### config.mk
export PLATFORM = sky130hd
export DESIGN_NAME = puf_response_reader
export DESIGN_NICKNAME = d
export VERILOG_FILES = /design/src/rtl/puf_reader_pkg.sv /design/src/rtl/puf_response_reader_sync2.sv /design/src/rtl/puf_response_reader.sv
export SDC_FILE = /design/constraint.sdc
export NUM_CORES = 1
export LEC_CHECK = 0
export BUFFER_PORTS_ARGS = -buffer_cell sky130_fd_sc_hd__buf_2
export CAP_MARGIN = 20
export CORE_ASPECT_RATIO = 1.4
export CORE_UTILIZATION = 56
export CTS_CLUSTER_SIZE = 10
export DETAILED_ROUTE_END_ITERATION = 6
export GPL_TIMING_DRIVEN = 1
export PLACE_DENSITY = 0.77
export SLEW_MARGIN = 30
export SYNTH_ARGS = -nofsm -noshare
export SYNTH_HDL_FRONTEND = slang
export SYNTH_SLANG_ARGS = --single-unit
### constraint.sdc
create_clock -name clk -period 1.6 [get_ports clk]
set_input_delay 0.16 -clock clk [delete_from_list [all_inputs] [get_ports clk]]
set_output_delay 0.16 -clock clk [all_outputs]
set_load 0.05 [all_outputs]
### src/rtl/puf_reader_pkg.sv
// Package: puf_reader_pkg
// Purpose : Shared types and sizing helpers for the PUF response reader.
//           - state_t     : reader FSM states
//           - cnt_width() : bit width able to hold 0..votes without wrapping
//           - max2()      : larger of two integers, used to size the cycle timer
package puf_reader_pkg;

    typedef enum logic [2:0] {
        IDLE   = 3'd0,
        PRST   = 3'd1,
        RUN    = 3'd2,
        SAMPLE = 3'd3,
        DONE   = 3'd4
    } state_t;

    function automatic int cnt_width(input int votes);
        return $clog2(votes + 1);
    endfunction

    function automatic int max2(input int a, input int b);
        return (a > b) ? a : b;
    endfunction

endpackage

### src/rtl/puf_response_reader_sync2.sv
// Module : puf_sync2
// Purpose: Two-flop synchronizer per bit for the asynchronous PUF cell outputs.
// Ports  : clk   - system clock
//          rst_n - asynchronous active-low reset, clears both stages to 0
//          d     - asynchronous input bits
//          q     - synchronized output bits (two cycles of latency)
module puf_sync2 #(
    parameter int WIDTH = 1
) (
    input  logic             clk,
    input  logic             rst_n,
    input  logic [WIDTH-1:0] d,
    output logic [WIDTH-1:0] q
);

    logic [WIDTH-1:0] meta_r;

    // Metastability stage followed by the stable output stage.
    always_ff @(posedge clk or negedge rst_n) begin
        if (!rst_n) begin
            meta_r <= {WIDTH{1'b0}};
            q      <= {WIDTH{1'b0}};
        end else begin
            meta_r <= d;
            q      <= meta_r;
        end
    end

endmodule

### src/rtl/puf_response_reader.sv
// Module : puf_response_reader
// Purpose: Sequences VOTES evaluations of a bank of latch PUF cells, synchronizes
//          their outputs, majority-votes each bit and offers the response on a
//          valid/ready handshake.
// Ports  : clk, rst_n         - clock, asynchronous active-low reset
//          req                - start a read (only looked at while idle)
//          busy               - high in every state except IDLE
//          resp_valid/ready   - response handshake; resp_valid held until accepted
//          resp_data          - majority-voted response, stable while resp_valid
//          puf_start          - START of all PUF cells
//          puf_reset          - reset of all PUF cells (active high)
//          puf_out            - raw asynchronous cell outputs
//          resp_unstable      - only with PUF_STABILITY_EN defined: bit i set when
//                               cell i did not give the same value in every evaluation
// Config : macro PUF_STABILITY_EN adds the resp_unstable port and its logic.
module puf_response_reader
    import puf_reader_pkg::*;
#(
    parameter int N_BITS        = 4,
    parameter int VOTES         = 5,
    parameter int RST_CYCLES    = 4,
    parameter int SETTLE_CYCLES = 8
) (
    input  logic              clk,
    input  logic              rst_n,
    input  logic              req,
    output logic              busy,
    output logic              resp_valid,
    input  logic              resp_ready,
    output logic [N_BITS-1:0] resp_data,
    output logic              puf_start,
    output logic              puf_reset,
    input  logic [N_BITS-1:0] puf_out
`ifdef PUF_STABILITY_EN
    ,
    output logic [N_BITS-1:0] resp_unstable
`endif
);

    localparam int CW   = cnt_width(VOTES);
    localparam int TMAX = max2(RST_CYCLES, SETTLE_CYCLES);
    // Timer counts 0..TMAX-1.
    localparam int TW   = (TMAX > 1) ? $clog2(TMAX) : 1;

    state_t                   state_r;
    logic [TW-1:0]            timer_r;
    logic [CW-1:0]            eval_cnt_r;
    logic [N_BITS-1:0][CW-1:0] vote_cnt_r;

    logic [N_BITS-1:0]         sync_out_s;
    logic [N_BITS-1:0][CW-1:0] vote_inc_s;
    logic [N_BITS-1:0]         majority_s;
`ifdef PUF_STABILITY_EN
    logic [N_BITS-1:0]         unstable_s;
`endif

    puf_sync2 #(
        .WIDTH (N_BITS)
    ) u_sync (
        .clk   (clk),
        .rst_n (rst_n),
        .d     (puf_out),
        .q     (sync_out_s)
    );

    // Vote counts including the sample being taken this cycle, and the decisions
    // derived from them; only consumed in SAMPLE.
    always_comb begin
        vote_inc_s = {(N_BITS * CW){1'b0}};
        majority_s = {N_BITS{1'b0}};
`ifdef PUF_STABILITY_EN
        unstable_s = {N_BITS{1'b0}};
`endif
        for (int i = 0; i < N_BITS; i++) begin
            vote_inc_s[i] = vote_cnt_r[i] + CW'(sync_out_s[i]);
            majority_s[i] = (vote_inc_s[i] > CW'(VOTES / 2));
`ifdef PUF_STABILITY_EN
            unstable_s[i] = (vote_inc_s[i] != {CW{1'b0}}) && (vote_inc_s[i] != CW'(VOTES));
`endif
        end
    end

    // Reader FSM with timer, counters and all registered outputs. puf_start and
    // puf_reset are updated together on each transition so they are never both high.
    always_ff @(posedge clk or negedge rst_n) begin
        if (!rst_n) begin
            state_r    <= IDLE;
            timer_r    <= {TW{1'b0}};
            eval_cnt_r <= {CW{1'b0}};
            vote_cnt_r <= {(N_BITS * CW){1'b0}};
            busy       <= 1'b0;
            resp_valid <= 1'b0;
            resp_data  <= {N_BITS{1'b0}};
            puf_start  <= 1'b0;
            puf_reset  <= 1'b1;
`ifdef PUF_STABILITY_EN
            resp_unstable <= {N_BITS{1'b0}};
`endif
        end else begin
            case (state_r)
                IDLE: begin
                    puf_reset <= 1'b1;
                    puf_start <= 1'b0;
                    if (req) begin
                        state_r    <= PRST;
                        busy       <= 1'b1;
                        timer_r    <= {TW{1'b0}};
                        eval_cnt_r <= {CW{1'b0}};
                        vote_cnt_r <= {(N_BITS * CW){1'b0}};
                    end else begin
                        busy <= 1'b0;
                    end
                end
                PRST: begin
                    if (timer_r == TW'(RST_CYCLES - 1)) begin
                        state_r   <= RUN;
                        timer_r   <= {TW{1'b0}};
                        puf_reset <= 1'b0;
                        puf_start <= 1'b1;
                    end else begin
                        timer_r <= timer_r + TW'(1);
                    end
                end
                RUN: begin
                    if (timer_r == TW'(SETTLE_CYCLES - 1)) begin
                        state_r <= SAMPLE;
                        timer_r <= {TW{1'b0}};
                    end else begin
                        timer_r <= timer_r + TW'(1);
                    end
                end
                SAMPLE: begin
                    vote_cnt_r <= vote_inc_s;
                    eval_cnt_r <= eval_cnt_r + CW'(1);
                    puf_reset  <= 1'b1;
                    puf_start  <= 1'b0;
                    if (eval_cnt_r == CW'(VOTES - 1)) begin
                        state_r    <= DONE;
                        resp_valid <= 1'b1;
                        resp_data  <= majority_s;
`ifdef PUF_STABILITY_EN
                        resp_unstable <= unstable_s;
`endif
                    end else begin
                        state_r <= PRST;
                    end
                end
                DONE: begin
                    if (resp_ready) begin
                        state_r    <= IDLE;
                        resp_valid <= 1'b0;
                        busy       <= 1'b0;
                    end else begin
                        resp_valid <= 1'b1;
                    end
                end
                default: begin
                    state_r    <= IDLE;
                    busy       <= 1'b0;
                    resp_valid <= 1'b0;
                    puf_start  <= 1'b0;
                    puf_reset  <= 1'b1;
                end
            endcase
        end
    end

endmodule

==> results_dict.tcl <==
set metrics [dict create \
    status "completed" \
    ant_nets 0 \
    area_growth_syn_to_layout_pct 15.8 \
    final_util_pct 70.5 \
    core_area_um2 2940 \
    period_minus_slack_ps 1530 \
    detail_route.wl_per_cell_um 16.4 \
    final_cell_area_um2 2070 \
    die_w_um 49.7 \
    worst_path_largest_cell_delay_ps 500 \
    clkTransAtPathRegs_ps 70 \
    postRouteWirelength_um 3610 \
    synth-warning-count 0 \
    ys_ff_latch 37 \
    grt_pass1_vias 1303 \
    route.vias.total 1342 \
    fin_ws_ps 68.9 \
    synth_cells 156 \
    die_y_um 68.8 \
    drt_iter0_drc 23 \
    grt_setup_unrepaired "false" \
    start_util_pct 60.9 \
    crit_required_ps 1820 \
    cts.path.max_buffers 2 \
    final_common_cell "dfrtp_1" \
    worstMarginPinSlew_ps 606 \
    ys.flop_type "dfrtp_1" \
    clk-insertion-delay-late_ps 290 \
    setup_viol 0 \
    seq_area_frac_synth_pct 51.9 \
    postCtsSetupBuffers 0 \
    hp-class "primary input to flop" \
    cp_slowest_cell "nor2_2" \
    finalCritPeriodShare_pct 95.7 \
    cp_max_fo 14 \
    grt_pass1_wl_um 6000 \
    crit_buf_inv 0 \
    pre_cts_ws_ps 44.0 \
    cts.sinks 37 \
    root_buffer "clkbuf_8" \
    fillerInstances 219 \
    multi_input_area_um2 802 \
    grt.overflow.total 0 \
    cts_tree "done" \
    hold_violations 0 \
    synth_area_um2 1790 \
    synthArstFlopShare_pct 100 \
    synth.distinct_cells 39 \
    vdd_drop_max_v 0.00107 \
    grt_max_degree 38 \
    finalMaxSlewViolations 0 \
    final_cell_mix "dfrtp_1, buf_2, ha_1, o21ai_0, a22o_1" \
    avgViaCountPerCell 6.10 \
    fp-row-count 23 \
    port_buffers 15 \
    place_area_um2 1920 \
    cap_violations 0 \
    drive_gt1_share_pct 19.1 \
    cts_inserted_buffers 5 \
    critPathKind "flop to flop" \
    num_antenna_cells 0 \
    dp_hpwl_um 2480 \
    htreeDepth 2 \
    max_slew_margin_pct 59.6 \
    grt_use_total_pct 24.4 \
    endpoint_kind "flop" \
    crit_family "simple AND/OR/NAND/NOR gates" \
    fin_skew_ps 6.33 \
    regArea_um2 930 \
    path_cells "and3b_1 -> nor2_2 -> mux2_2" \
    power_density_nw_per_um2 1610 \
    fin_tns_setup_ps 0 \
    nets 203 \
    die_area_um2 3420 \
    hold_ws_ps 192 \
    p_leak_nw 1.02 \
    route.detailed.drc 0 \
    first_pass_iters 4 \
    synth-edff-count 0 \
    grt_antenna_before_repair 0 \
    place_congestion 0.857 \
    avgSynthCellArea_um2 11.5 \
    fmax_mhz 653 \
    ios 16 \
    worstPathArrival_ps 1750 \
    syn-num-nets 177 \
    cp-start-kind "flop" \
]
-- cell type report --
class,instances,share of cell area (%)
flip-flops and latches,37,44.9
multi-input cells,105,38.8
repair buffers,27,8.59
clock buffers,8,4.36
well taps,37,2.24
inverters,6,1.09
-- power by group --
group	leakage (nW)	switching (W)	internal, W
sequential	0.477	0.000221	0.00116
combinational	0.501	0.000728	0.000568
clock	0.0455	0.000311	0.000351
-- flip-flops by register name, indices dropped and copies added, names as in the netlist --
name           count
busy               1
u_sync.q           4
resp_data          4
timer_r            3
vote_cnt_r        12
eval_cnt_r         3
puf_start          1
puf_reset          1
u_sync.meta_r      4
resp_valid         1
state_r            3
-- final timing paths --
kind | endpoint | slack, ps | cells past startpoint | start
worst min register to register | u_sync.q[2] | 350 | 0 | u_sync.meta_r[2]
min in group asynchronous | vote_cnt_r[7] | 450 | 3 | rst_n
max in group asynchronous | state_r[0] | 800 | 3 | rst_n
worst max-delay path | eval_cnt_r[0] | 70 | 3 | state_r[0]
worst min-delay path | state_r[2] | 190 | 3 | resp_ready
worst max register to register | eval_cnt_r[0] | 70 | 3 | state_r[0]
-- cell usage after synthesis, types with 2 or more instances --
cell,instances,share of area (%)
buf_2,3,0.84
a31oi_1,3,1.1
inv_1,6,1.3
nor3b_1,8,3.4
ha_1,13,9.1
a221o_1,2,1.1
a211o_1,6,2.9
nor2b_1,4,1.4
nand3b_1,3,1.3
o211ai_1,2,0.84
nand3_1,4,1.1
nor2_1,5,1.1
a32o_1,2,1.1
o21ai_0,11,3.1
clkbuf_1,3,0.63
a21oi_1,7,2.0
a22o_1,9,4.4
nand2_1,4,0.84
dfrtp_1,36,50
xor2_1,4,2.0
nand2b_1,3,1.1
-- metal layers --
| metal | GRT usage, % | vias to the layer above | part of all wire, % |
|---|---|---|---|
| met1 | 26.0 | 663 | 43 |
| li1 | - | 631 | - |
| met4 | 12.5 | 0 | 2.4 |
| met5 | 0 | - | 0 |
| met3 | 6.80 | 9 | 3.8 |
| met2 | 44.3 | 39 | 50 |
-- logic make-up after synthesis --
| family | share of synthesized area (%) |
|---|---|
| AO/OA/AOI/OAI | 18.8 |
| flip-flops | 51.9 |
| AND/OR/NAND/NOR | 13.5 |
| multiplexers | 1.19 |
| buffers and inverters | 3.57 |
| XOR/XNOR | 1.96 |
| adder cells (fa/ha/maj) | 9.10 |
-- worst min-delay path: cells and delay by family --
kind / cells / cell delay, ps
simple gates: 2 / 200
buf+inv: 1 / 80
-- timing repair --
action,in CTS,in global routing
resized for setup,0,4
hold buffers,5,0
setup endpoints to repair,0,11
hold endpoints to repair,40,0
-- per-stage QoR --
stage | std cells | total power, W
CTS | 220 | 0.00335
global route | 220 | 0.00354
finish | 220 | 0.00333
detailed placement | 207 | 0.00266
floorplan | 156 | 0.00232
global placement | 207 | 0.00258
Note: power is estimated with default switching activity, not from simulation.
